### src/rtl/accumulator_binary_if.sv
// Handshake bundle for accumulator_binary.
// Carries the operation channel (input_*) and the result channel (output_*).
//   master : operation producer / result consumer (drives operations, takes results)
//   slave  : the accumulator itself
interface accumulator_binary_if #(
    parameter int unsigned WORD_WIDTH = 8
);
    // Operation channel
    logic                  input_valid;
    logic                  input_ready;
    logic                  input_add_sub;
    logic                  input_carry_in;
    logic                  input_load;
    logic                  input_clear;
    logic [WORD_WIDTH-1:0] input_operand;

    // Result channel
    logic                  output_valid;
    logic                  output_ready;
    logic [WORD_WIDTH-1:0] output_value;
    logic                  output_carry_out;
    logic                  output_overflow;
    logic                  output_overflow_sticky;

    modport master (
        output input_valid,
        input  input_ready,
        output input_add_sub,
        output input_carry_in,
        output input_load,
        output input_clear,
        output input_operand,
        input  output_valid,
        output output_ready,
        input  output_value,
        input  output_carry_out,
        input  output_overflow,
        input  output_overflow_sticky
    );

    modport slave (
        input  input_valid,
        output input_ready,
        input  input_add_sub,
        input  input_carry_in,
        input  input_load,
        input  input_clear,
        input  input_operand,
        output output_valid,
        input  output_ready,
        output output_value,
        output output_carry_out,
        output output_overflow,
        output output_overflow_sticky
    );
endinterface

### src/rtl/accumulator_binary.sv
// Binary add/subtract accumulator with valid/ready handshake on both sides.
// One accepted operation per cycle, result registered on the accepting edge.
//
// Parameters:
//   WORD_WIDTH    : accumulator/operand width in bits (>= 2)
//   INITIAL_VALUE : accumulator value after reset and after clear
//
// Ports:
//   clock   : single clock, rising edge
//   reset_n : asynchronous active-low reset
//   bus     : accumulator_binary_if.slave
//             input_valid/input_ready      operation handshake
//             input_add_sub                0 = add, 1 = subtract
//             input_carry_in               carry (add) / borrow (subtract) into bit 0
//             input_load / input_clear     load operand / return to INITIAL_VALUE
//             input_operand                operand B
//             output_valid/output_ready    result handshake
//             output_value                 accumulator value
//             output_carry_out             carry out of MSB (1 = no borrow on subtract)
//             output_overflow              signed overflow of last operation
//             output_overflow_sticky       OR of overflows since last clear/load
//
// Build option:
//   ACCUMULATOR_BINARY_SATURATE_EN : when defined, a signed overflow stores the signed
//                                    extreme instead of the wrapped value.
module accumulator_binary #(
    parameter int unsigned                WORD_WIDTH    = 8,
    parameter logic [WORD_WIDTH-1:0]      INITIAL_VALUE = '0
) (
    input logic                 clock,
    input logic                 reset_n,
    accumulator_binary_if.slave bus
);

    localparam int unsigned W = WORD_WIDTH;

    logic [W-1:0] value_q, value_d;
    logic         valid_q, valid_d;
    logic         carry_q, carry_d;
    logic         ovf_q, ovf_d;
    logic         sticky_q, sticky_d;

    logic         accept;
    logic [W-1:0] operand_b;
    logic         carry_b;
    logic [W:0]   sum_full;
    logic [W-1:0] sum_low;
    logic         carry_msb;
    logic         ovf_arith;
    logic [W-1:0] arith_value;

    assign bus.input_ready = !valid_q || bus.output_ready;
    assign accept          = bus.input_valid && bus.input_ready;

    // Subtract is acc + ~B + ~borrow, so a single adder serves both operations.
    assign operand_b = bus.input_add_sub ? ~bus.input_operand : bus.input_operand;
    assign carry_b   = bus.input_add_sub ? ~bus.input_carry_in : bus.input_carry_in;

    assign sum_full = {1'b0, value_q} + {1'b0, operand_b} + {{W{1'b0}}, carry_b};

    // Separate sum of the low W-1 bits recovers the carry into the MSB.
    assign sum_low   = {1'b0, value_q[W-2:0]} + {1'b0, operand_b[W-2:0]}
                     + {{(W-1){1'b0}}, carry_b};
    assign carry_msb = sum_low[W-1];
    assign ovf_arith = carry_msb ^ sum_full[W];

`ifdef ACCUMULATOR_BINARY_SATURATE_EN
    // A wrapped result with MSB set means the true result was too positive.
    always_comb begin
        arith_value = sum_full[W-1:0];
        if (ovf_arith) begin
            arith_value = sum_full[W-1] ? {1'b0, {(W-1){1'b1}}} : {1'b1, {(W-1){1'b0}}};
        end
    end
`else
    assign arith_value = sum_full[W-1:0];
`endif

    always_comb begin
        value_d  = value_q;
        carry_d  = carry_q;
        ovf_d    = ovf_q;
        sticky_d = sticky_q;
        valid_d  = valid_q;

        if (accept) begin
            valid_d = 1'b1;
            if (bus.input_clear) begin
                value_d  = INITIAL_VALUE;
                carry_d  = 1'b0;
                ovf_d    = 1'b0;
                sticky_d = 1'b0;
            end else if (bus.input_load) begin
                value_d  = bus.input_operand;
                carry_d  = 1'b0;
                ovf_d    = 1'b0;
                sticky_d = 1'b0;
            end else begin
                value_d  = arith_value;
                carry_d  = sum_full[W];
                ovf_d    = ovf_arith;
                sticky_d = sticky_q | ovf_arith;
            end
        end else if (bus.output_ready) begin
            valid_d = 1'b0;
        end
    end

    always_ff @(posedge clock or negedge reset_n) begin
        if (!reset_n) begin
            value_q  <= INITIAL_VALUE;
            valid_q  <= 1'b0;
            carry_q  <= 1'b0;
            ovf_q    <= 1'b0;
            sticky_q <= 1'b0;
        end else begin
            value_q  <= value_d;
            valid_q  <= valid_d;
            carry_q  <= carry_d;
            ovf_q    <= ovf_d;
            sticky_q <= sticky_d;
        end
    end

    assign bus.output_valid           = valid_q;
    assign bus.output_value           = value_q;
    assign bus.output_carry_out       = carry_q;
    assign bus.output_overflow        = ovf_q;
    assign bus.output_overflow_sticky = sticky_q;

endmodule

### src/flat_wrapper.sv
// flat-port wrapper written by rule: the top's interface ports become plain ports
module accumulator_binary_flat 
#(
    parameter int unsigned                WORD_WIDTH    = 8,
    parameter logic [WORD_WIDTH-1:0]      INITIAL_VALUE = '0
)
  (clock, reset_n, bus_input_valid, bus_input_ready, bus_input_add_sub, bus_input_carry_in, bus_input_load, bus_input_clear, bus_input_operand, bus_output_valid, bus_output_ready, bus_output_value, bus_output_carry_out, bus_output_overflow, bus_output_overflow_sticky);
  accumulator_binary_if #(.WORD_WIDTH(WORD_WIDTH)) bus_i ();
  input logic clock;
  input logic reset_n;
  input wire logic [$bits(bus_i.input_valid)-1:0] bus_input_valid;
  output wire logic [$bits(bus_i.input_ready)-1:0] bus_input_ready;
  input wire logic [$bits(bus_i.input_add_sub)-1:0] bus_input_add_sub;
  input wire logic [$bits(bus_i.input_carry_in)-1:0] bus_input_carry_in;
  input wire logic [$bits(bus_i.input_load)-1:0] bus_input_load;
  input wire logic [$bits(bus_i.input_clear)-1:0] bus_input_clear;
  input wire logic [$bits(bus_i.input_operand)-1:0] bus_input_operand;
  output wire logic [$bits(bus_i.output_valid)-1:0] bus_output_valid;
  input wire logic [$bits(bus_i.output_ready)-1:0] bus_output_ready;
  output wire logic [$bits(bus_i.output_value)-1:0] bus_output_value;
  output wire logic [$bits(bus_i.output_carry_out)-1:0] bus_output_carry_out;
  output wire logic [$bits(bus_i.output_overflow)-1:0] bus_output_overflow;
  output wire logic [$bits(bus_i.output_overflow_sticky)-1:0] bus_output_overflow_sticky;
  assign bus_i.input_valid = bus_input_valid;
  assign bus_input_ready = bus_i.input_ready;
  assign bus_i.input_add_sub = bus_input_add_sub;
  assign bus_i.input_carry_in = bus_input_carry_in;
  assign bus_i.input_load = bus_input_load;
  assign bus_i.input_clear = bus_input_clear;
  assign bus_i.input_operand = bus_input_operand;
  assign bus_output_valid = bus_i.output_valid;
  assign bus_i.output_ready = bus_output_ready;
  assign bus_output_value = bus_i.output_value;
  assign bus_output_carry_out = bus_i.output_carry_out;
  assign bus_output_overflow = bus_i.output_overflow;
  assign bus_output_overflow_sticky = bus_i.output_overflow_sticky;
  accumulator_binary #(.WORD_WIDTH(WORD_WIDTH), .INITIAL_VALUE(INITIAL_VALUE)) u_core (.clock(clock), .reset_n(reset_n), .bus(bus_i));
endmodule
### config.mk
export PLATFORM = sky130hd
export DESIGN_NAME = accumulator_binary_flat
export DESIGN_NICKNAME = d
export VERILOG_FILES = /design/src/rtl/accumulator_binary_if.sv /design/src/rtl/accumulator_binary.sv /design/src/flat_wrapper.sv
export SDC_FILE = /design/constraint.sdc
export NUM_CORES = 1
export LEC_CHECK = 0
export ABC_AREA = 1
export ABC_CLOCK_PERIOD_IN_PS = 4200
export CAP_MARGIN = 20
export CORE_MARGIN = 8
export CORE_UTILIZATION = 65
export CTS_CLUSTER_SIZE = 8
export DETAILED_ROUTE_END_ITERATION = 16
export DONT_BUFFER_PORTS = 1
export GPL_ROUTABILITY_DRIVEN = 0
export PLACE_DENSITY = 0.84
export SLEW_MARGIN = 20
export SYNTH_ARGS = -nofsm -noshare
export SYNTH_HDL_FRONTEND = slang
export SYNTH_SLANG_ARGS = --single-unit
### constraint.sdc
create_clock -name clock -period 4.2 [get_ports clock]
set_input_delay 0.42 -clock clock [delete_from_list [all_inputs] [get_ports clock]]
set_output_delay 0.42 -clock clock [all_outputs]
set_load 0.02 [all_outputs]
---- Word level (Yosys, flattened, before mapping) ----
Cells that the tools add are included.
storage, ports and cells
  flip-flop bits (word level) ............. 12
  output and inout bits ................... 13
  word-level logic and storage cells ...... 29
operators by class
  add/subtract/negate cells ............... 4
  muxes and demuxes ....................... 12
  bitwise logic cells ..................... 4
  reductions and logical operators ........ 4
operator list
  cell                  count
  2-to-1 mux 8 bit      3
  adder 8 x 8 -> 9 bit  1
  adder 9 x 1 -> 9 bit  1
  2-to-1 mux 1 bit      9
  adder 7 x 7 -> 8 bit  1
  adder 8 x 1 -> 8 bit  1
  NOT 8 bit             1
  nonzero test 2 bit    1
  logical AND 1 bit     1
  zero test 1 bit       1
  logical OR 1 bit      1
  NOT 1 bit             1
  OR 1 bit              1
  XOR 1 bit             1

---- Longest topological paths before layout ----
Gate-level depths: netlist (run 1).
  word-level depth ........................ 8
  depth in mapped cells ................... 13
  depth with buffers taken out ............ 12

---- Worst setup path before layout (run 1) ----
Ideal clock, no wire load.
  kind .................................... input to register
  start point ............................. in bus_input_add_sub
  end point ............................... reg u_core.sticky_q (netlist: u_core.bus.output_overflow_sticky)
  library setup time ...................... 0.121 ns
  data arrival time ....................... 2.103 ns
  required time ........................... 4.079 ns
  slack ................................... 1.976 ns
  cell stages on the path ................. 12
  cell sequence ........................... buf_2 xnor2_1 fa_1 fa_1 inv_1 nand3_1 nand2_2 nand2_1 nand3_1 nand2_1 nand3b_2 nand2_1
between the ends
  longest elaborated chain between the ends .. 7
ends and longest elaborated chain
  item                                                                 RTL line                                            source
  from (decl)                                                          flat_wrapper.sv:13                                  input wire logic [$bits(bus_i.input_add_sub)-1:0] bus_input_add_sub;
  2-to-1 mux 8 bit                                                     accumulator_binary.sv:56                            assign operand_b = bus.input_add_sub ? ~bus.input_operand : bus.input_operand;
  adder 8 x 8 -> 9 bit / adder 7 x 7 -> 8 bit (equally long branches)  accumulator_binary.sv:59, accumulator_binary.sv:62
  adder 9 x 1 -> 9 bit / adder 8 x 1 -> 8 bit (equally long branches)  accumulator_binary.sv:59, accumulator_binary.sv:63
  XOR 1 bit (*)                                                        accumulator_binary.sv:65                            assign ovf_arith = carry_msb ^ sum_full[W];
  OR 1 bit (*)                                                         accumulator_binary.sv:102                           sticky_d = sticky_q | ovf_arith;
  2-to-1 mux 1 bit (*)                                                 accumulator_binary.sv:93                            end else if (bus.input_load) begin
  2-to-1 mux 1 bit (*)                                                 accumulator_binary.sv:88                            if (bus.input_clear) begin
  to (signal assigned)                                                 accumulator_binary.sv:121                           sticky_q <= sticky_d;
  to (decl)                                                            accumulator_binary.sv:41                            logic sticky_q, sticky_d;
Every way passes the cells marked *; elsewhere a longest branch is shown, timed or not.
A chain may end at the register's enable or synchronous reset.

---- Worst setup path in the final report (run 1) ----
  start point ............................. reg u_core.value_q[0] (netlist: u_core.bus.output_value[0])
  end point ............................... reg u_core.ovf_q (netlist: u_core.bus.output_overflow)
between the ends
  longest elaborated chain between the ends .. 5
ends and longest elaborated chain
  item                                                                 RTL line                                            source
  from (decl)                                                          accumulator_binary.sv:37                            logic [W-1:0] value_q, value_d;
  from (signal assigned)                                               accumulator_binary.sv:117                           value_q <= value_d;
  adder 8 x 8 -> 9 bit / adder 7 x 7 -> 8 bit (equally long branches)  accumulator_binary.sv:59, accumulator_binary.sv:62
  adder 9 x 1 -> 9 bit / adder 8 x 1 -> 8 bit (equally long branches)  accumulator_binary.sv:59, accumulator_binary.sv:63
  XOR 1 bit (*)                                                        accumulator_binary.sv:65
  2-to-1 mux 1 bit (*)                                                 accumulator_binary.sv:93
  2-to-1 mux 1 bit (*)                                                 accumulator_binary.sv:88
  to (signal assigned)                                                 accumulator_binary.sv:120                           ovf_q <= ovf_d;
  to (decl)                                                            accumulator_binary.sv:40                            logic ovf_q, ovf_d;
Marked as above.

==> results.sh, run 1 <==
export IMPL_rsz0062_at_grt="no"
export IMPL_setup_violations=0
export IMPL_worst_setup_path_type="register to register"
export IMPL_end_kind="register"
export IMPL_grt_pass1_vias=969
export IMPL_final_common_cell="nand2_1"
export IMPL_path_clk_slew_ns=0.08
export IMPL_synthAdderAreaFrac=0.122
export IMPL_syn_area_per_cell_um2=7.08
export IMPL_place_inst=161
export IMPL_grt_total_usage=0.169
export IMPL_cts_max_level=1
export IMPL_antenna_found_initial=0
export IMPL_power_density_nw_per_um2=427
export IMPL_period_share=0.529
export IMPL_synth_top_cell_area_share=0.286
export IMPL_synth_cells=148
export IMPL_cts_resized=0
export IMPL_synth_flop_cell="dfrtp_1"
export IMPL_worstRegToRegCells=11
export IMPL_yosys_cell_types_count=20
export IMPL_dieArea_um2=3150
export IMPL_n_antenna_cell=0
export IMPL_start_util=0.696
export IMPL_fillers=131
export IMPL_critical_path_max_fanout=4
export IMPL_synth_top_family_by_area="simple AND/OR/NAND/NOR gates"
export IMPL_yosys_area_share_simple=0.316
export IMPL_drv_cap=0
export IMPL_io_buffers=0
export IMPL_clock_skew_final_ns=0.00462
export IMPL_die_h_um=56.2
export IMPL_worstReg2RegEnd="u_core.bus.output_overflow$_DFFE_PN0P_"
export IMPL_vias_per_cell=5.66
export IMPL_timing_final_hold_violations=0
export IMPL_ys_top_cells_by_area="dfrtp_1 29%, nand2_1 15%, ha_1 8.4%, inv_1 7.2%, xor2_1 6.7%"
export IMPL_hpwlAfterDp_um=1990
export IMPL_yosys_warnings=0
export IMPL_postCtsSetupBuffers=0
export IMPL_peakVddDrop_uv=279
export IMPL_post_route_min_period_ns=2.22
export IMPL_required_ns=4.37
export IMPL_clock_root_buffer="clkbuf_4"
export IMPL_ctsHoldBuffers=1
export IMPL_row_count=14
export IMPL_clk_insertion_delay_late_ns=0.29
export IMPL_ys_ff_latch=12
export IMPL_most_common_layout_cells="42 x nand2_1, 20 x inv_1, 13 x nor2_1"
export IMPL_status="finished, final reports clean"
export IMPL_numCtsBuffers=3
export IMPL_via_count=934
export IMPL_startpoint_type="register"
export IMPL_synth_compound_area_frac=0.0823
export IMPL_hp_class="primary input to register"
export IMPL_wl_um=2570
export IMPL_async_flop_share=1.00
export IMPL_cts_sinks=12
export IMPL_reg2reg_from="u_core.bus.output_value[0]$_DFFE_PN0P_"
export IMPL_syn_nets=173
export IMPL_drc=0
export IMPL_startpoint="u_core.bus.output_value[0]$_DFFE_PN0P_"
export IMPL_fmax_mhz=450
export IMPL_cts_tree="yes"
export IMPL_core_um2=1510
export IMPL_endpoint="u_core.bus.output_overflow$_DFFE_PN0P_"
export IMPL_die_w_um=56.2
export IMPL_drive_gt1_frac=0.134
export IMPL_cts_buffer_depth=2
export IMPL_drv_slew=0
export IMPL_yosys_area_top_type="dfrtp_1"
export IMPL_grt_overflow=0
export IMPL_io_pins=29
export IMPL_netlist_area_um2=1050
export IMPL_wire_per_inst_um=15.6
export IMPL_synth_edff_count=0
export IMPL_total_power_mw=0.463
export IMPL_crit_arrival_ns=2.40
export IMPL_fin_nets=176
export IMPL_grt_first_pass_wirelength_um=4350
export IMPL_synth_xor_area_frac=0.100
export IMPL_syn_to_final_growth_pct=3.58
export IMPL_synth_mux_area_frac=0
export IMPL_instances_no_fill=165
export IMPL_ant_nets=0
export IMPL_grt_max_degree=14
export IMPL_setup_tns_ns=0
export IMPL_maxSlewHeadroom=0.583
export IMPL_power_leakage_nw=0.621
export IMPL_firstDrtPassIters=4
export IMPL_r2r_setup_slack_ns=1.98
export IMPL_synth_seq_area_share=0.286
export IMPL_tightest_slew_ns=0.623
export IMPL_drtIter0Drc=14
[sequential cells by signal, summed over array words and instances, names as in the netlist]
signal	cells
u_core.bus.output_valid	1
u_core.bus.output_value	8
u_core.bus.output_overflow_sticky	1
u_core.bus.output_carry_out	1
u_core.bus.output_overflow	1
[layout make-up]
type | instances | area (µm²) | area share
inverter | 22 | 82.6 | 0.0760
clock buffer | 3 | 22.5 | 0.0207
tap | 16 | 20.0 | 0.0184
sequential | 12 | 300 | 0.276
multi-input combinational | 111 | 651 | 0.599
timing repair buffer | 1 | 10.0 | 0.00922
[cell usage after synthesis, types with 3 or more instances]
library cell	count
buf_2	3
nand2_2	9
xor2_1	8
nor2_1	13
xnor2_1	4
nand3_1	9
dfrtp_1	12
nand2_1	42
a21oi_2	3
o21ai_0	5
ha_1	7
inv_1	20
[report_power, final]
group	internal, mW	switching [mW]	total (mW)
clock network	0.0334	0.0437	0.0770
registers	0.135	0.0436	0.178
logic	0.0794	0.129	0.208
total	0.247	0.216	0.463
[worst max-delay path, stage by stage (launching register included)]
cell and delay (ns):
dfrtp_1 0.47, inv_1 0.12, fa_1 0.47, fa_1 0.43, inv_1 0.07, nand3_1 0.08, nand2_2 0.14, nand2_1 0.06
nand3_1 0.07, nand2_1 0.06, nand3b_2 0.08, nand2_1 0.06
[cells by family (layout without fill, tap and decap cells)]
group | after synthesis | after routing
simple gates | 76 | 76
buf+inv | 25 | 26
compound gates | 14 | 14
xor+xnor | 12 | 12
flops | 12 | 12
fa+ha+maj | 9 | 9
[worst min path at each step]
stage / from / end / slack, ns / cells after the start
floorplan: reset_n / u_core.bus.output_carry_out$_DFFE_PN0P_ / 0.12 / 0
global placement: reset_n / u_core.bus.output_value[2]$_DFFE_PN0P_ / 0.12 / 0
detailed placement: reset_n / u_core.bus.output_value[2]$_DFFE_PN0P_ / 0.12 / 0
CTS: bus_input_load / u_core.bus.output_value[4]$_DFFE_PN0P_ / 0.27 / 2
global route: bus_input_load / u_core.bus.output_value[4]$_DFFE_PN0P_ / 0.27 / 2
finish: bus_input_load / u_core.bus.output_value[4]$_DFFE_PN0P_ / 0.27 / 2
[per-stage QoR]
stage | hold WS (ns) | setup WS [ns] | cell area [µm²] | utilization
detailed placement | 0.125 | 2.02 | 1050 | 0.699
global route | 0.274 | 1.81 | 1090 | 0.721
finish | 0.271 | 1.98 | 1090 | 0.721
floorplan | 0.124 | 1.98 | 1050 | -
CTS | 0.269 | 1.98 | 1090 | 0.721
global placement | 0.125 | 2.07 | 1050 | 0.699
[per-layer routing]
metal | wire, µm | track usage
met1 | 1010 | 0.167
met2 | 1310 | 0.288
met3 | 193 | 0.0708
met4 | 55 | 0.0928
met5 | 0 | 0
(Power assumes the default switching activity.)
==> run 2, diff against run 1 <==
--- a/config.mk
+++ b/config.mk
@@ -5,16 +5,16 @@
 export SDC_FILE = /design/constraint.sdc
 export NUM_CORES = 1
 export LEC_CHECK = 0
-export ABC_AREA = 1
-export ABC_CLOCK_PERIOD_IN_PS = 4200
+export ABC_AREA = 0
+export ABC_CLOCK_PERIOD_IN_PS = 1790
 export CAP_MARGIN = 20
 export CORE_MARGIN = 8
-export CORE_UTILIZATION = 65
+export CORE_UTILIZATION = 55
 export CTS_CLUSTER_SIZE = 8
 export DETAILED_ROUTE_END_ITERATION = 16
 export DONT_BUFFER_PORTS = 1
 export GPL_ROUTABILITY_DRIVEN = 0
-export PLACE_DENSITY = 0.84
+export PLACE_DENSITY = 0.76
 export SLEW_MARGIN = 20
 export SYNTH_ARGS = -nofsm -noshare
 export SYNTH_HDL_FRONTEND = slang
==> constraint.sdc (replaced) <==
create_clock -name clock -period 1.79 [get_ports clock]
set_input_delay 0.179 -clock clock [delete_from_list [all_inputs] [get_ports clock]]
set_output_delay 0.179 -clock clock [all_outputs]
set_load 0.02 [all_outputs]
==> run 2 against run 1 <==
The run now ends with setup timing left. Cell count decreased by 15%. Global-route usage down 0.31 points. Worst setup slack got worse by 2.2 ns. Count of clock-buffer cells in the layout up 1. Synthesized cell count fell by 28%. Combinational power grew to 2.7 times the previous value. Maximum frequency is 8.9% higher. Critical path type unchanged. Critical endpoint is now u_core.bus.output_value[6]$_DFFE_PN0P_. Largest power group unchanged.
==> results.sh, run 2 <==
export IMPL_total_power_mw=1.12
export IMPL_grt_pass1_vias=907
export IMPL_rsz0062_at_grt="yes"
export IMPL_io_buffers=0
export IMPL_post_route_min_period_ns=2.04
export IMPL_crit_top_cell="fa_2"
export IMPL_clk_insertion_delay_late_ns=0.29
export IMPL_violations="setup timing"
export IMPL_power_density_nw_per_um2=952
export IMPL_antenna_found_initial=0
export IMPL_wire_per_inst_um=18.6
export IMPL_synth_top_cell_area_share=0.310
export IMPL_grt_first_pass_wirelength_um=4270
export IMPL_end_kind="register"
export IMPL_required_ns=1.97
export IMPL_cts_max_level=1
export IMPL_grt_total_usage=0.166
export IMPL_yosys_warnings=0
export IMPL_drtIter0Drc=18
export IMPL_drc=0
export IMPL_ant_nets=0
export IMPL_path_clk_slew_ns=0.08
export IMPL_power_leakage_nw=0.539
export IMPL_synth_seq_area_share=0.310
export IMPL_via_count=846
export IMPL_post_synth_top_count_cell="nand2_1"
export IMPL_dp_slack_ns=-0.280
export IMPL_syn_nets=131
export IMPL_cts_sinks=12
export IMPL_startpoint_type="register"
export IMPL_fmax_mhz=490
export IMPL_tightest_slew_ns=0.584
export IMPL_status="complete, but fails checks"
export IMPL_ys_ff_latch=12
export IMPL_synth_flop_cell="dfrtp_1"
export IMPL_die_h_um=58.0
export IMPL_fin_nets=150
export IMPL_crit_family="adder cells"
export IMPL_crit_path_top_delay_cell="fa_2"
export IMPL_numCtsBuffers=3
export IMPL_grt_max_degree=17
export IMPL_dieArea_um2=3360
export IMPL_critical_path_max_fanout=2
export IMPL_critPathMaxStageDelay_ns=0.38
export IMPL_drive_gt1_frac=0.242
export IMPL_peakVddDrop_uv=586
export IMPL_timing_final_hold_violations=0
export IMPL_largest_register_ffs=8
export IMPL_netlist_area_um2=968
export IMPL_ys_top_cells_by_area="dfrtp_1 31%, xor2_1 9.9%, ha_1 9.0%, nand2_1 5.0%, fa_1 4.1%"
export IMPL_fillers=142
export IMPL_n_antenna_cell=0
export IMPL_yosys_cell_types_count=33
export IMPL_core_um2=1690
export IMPL_most_common_layout_cells="14 x buf_4, 13 x nand2_1, 11 x xor2_1, 11 x dfrtp_1"
export IMPL_cts_buffer_depth=2
export IMPL_yosys_area_top_type="dfrtp_1"
export IMPL_clock_root_buffer="clkbuf_4"
export IMPL_drv_slew=0
export IMPL_setup_ws_ns=-0.250
export IMPL_io_pins=29
export IMPL_vias_per_cell=6.00
export IMPL_yosys_top_cells_count="13 x nand2_1, 12 x dfrtp_1, 11 x xor2_1, 7 x a21oi_1, 7 x ha_1"
export IMPL_row_count=15
export IMPL_critPathBufInv=2
export IMPL_cts_tree="yes"
export IMPL_period_share=1.14
export IMPL_die_w_um=58.0
export IMPL_maxSlewHeadroom=0.610
export IMPL_grt_overflow=0
export IMPL_hpwlAfterDp_um=2060
export IMPL_drv_cap=0
export IMPL_wl_um=2630
export IMPL_start_util=0.573
export IMPL_syn_area_per_cell_um2=9.14
export IMPL_setup_violations=6
export IMPL_path_cells="inv_2 > fa_2 > fa_2 > nor2b_4 > o31ai_2 > buf_4 > a21oi_2 > a31oi_1 > a32o_1"
export IMPL_worst_setup_path_type="register to register"
export IMPL_synth_edff_count=0
export IMPL_syn_to_final_growth_pct=21.8
export IMPL_async_flop_share=1.00
export IMPL_final_common_cell="buf_4"
export IMPL_firstDrtPassIters=4
export IMPL_hp_class="primary input to register"
export IMPL_clock_skew_final_ns=0.00215
export IMPL_synth_cells=106
export IMPL_crit_arrival_ns=2.22
export IMPL_finish_utilization=0.699
## run 2: cell count changes after synthesis, sizes merged, moves of 3 or more
cell,before,now
nand2b,0,4
inv,22,5
nand2,51,13
nor2,15,6
o31ai,1,4
a21oi,5,8
xor2,8,11
nand3,9,1
## run 2: cell families after synthesis
family	share of synthesized area
AOI/OAI and AO/OA	0.242
xor gates and xnor gates	0.127
adders and majority gates	0.132
buffers and inverters	0.0336
DFF	0.310
muxes	0.0103
and+or+nand+nor	0.146
## run 2: worst paths after layout
check,slack (ns),cells past startpoint,to,from
min in group asynchronous,0.32,1,u_core.bus.output_overflow_sticky$_DFFE_PN0P_,reset_n
hold / removal,0.02,1,u_core.bus.output_valid$_DFFE_PN0P_,bus_input_valid
max in group asynchronous,1.05,1,u_core.bus.output_value[0]$_DFFE_PN0P_,reset_n
setup / recovery,-0.25,9,u_core.bus.output_value[6]$_DFFE_PN0P_,u_core.bus.output_value[0]$_DFFE_PN0P_
setup reg to reg,-0.25,9,u_core.bus.output_value[6]$_DFFE_PN0P_,u_core.bus.output_value[0]$_DFFE_PN0P_
hold reg to reg,0.64,2,u_core.bus.output_carry_out$_DFFE_PN0P_,u_core.bus.output_carry_out$_DFFE_PN0P_
## run 2: layer usage
layer,wire length (µm),GRT usage,vias to the layer above
li1,-,-,412
met1,1070,0.180,407
met2,1340,0.288,20
met3,165,0.0442,7
met4,58,0.0839,0
met5,0,0,-
## run 2: final cells by class
class                           count  area [µm²]  share of cell area
Multi-Input combinational cell     86         676               0.573
Sequential cell                    12         302               0.256
Timing Repair Buffer               17         136               0.116
Clock buffer                        4        26.3              0.0223
Tap cell                           17        21.3              0.0180
Inverter                            5        18.8              0.0159
## run 2: timing repair
item                                   in CTS  in global routing
pin swaps                                   5                  1
hold buffers                                2                  0
setup buffers                               0                  2
resized for setup                           2                  2
endpoints found under the hold margin      15                  0
setup endpoints to repair                   6                  8
## run 2: metrics by stage
stage / hold WS (ns) / area [µm²] / instances / TNS, ns
detailed placement: -0.116 / 1110 / 133 / -1.16
global route: 0.0215 / 1180 / 141 / -1.84
CTS: 0.0291 / 1160 / 139 / -1.06
floorplan: -0.117 / 1020 / 106 / -1.16
finish: 0.0187 / 1180 / 141 / -1.12
global placement: -0.116 / 1110 / 133 / -0.915
## run 2: power by group
group	switching, mW	total [mW]	internal (mW)	leakage [nW]
Combinational	0.299	0.567	0.268	0.369
Sequential	0.0498	0.363	0.313	0.156
Clock	0.107	0.194	0.0868	0.0150
Total	0.456	1.12	0.667	0.539
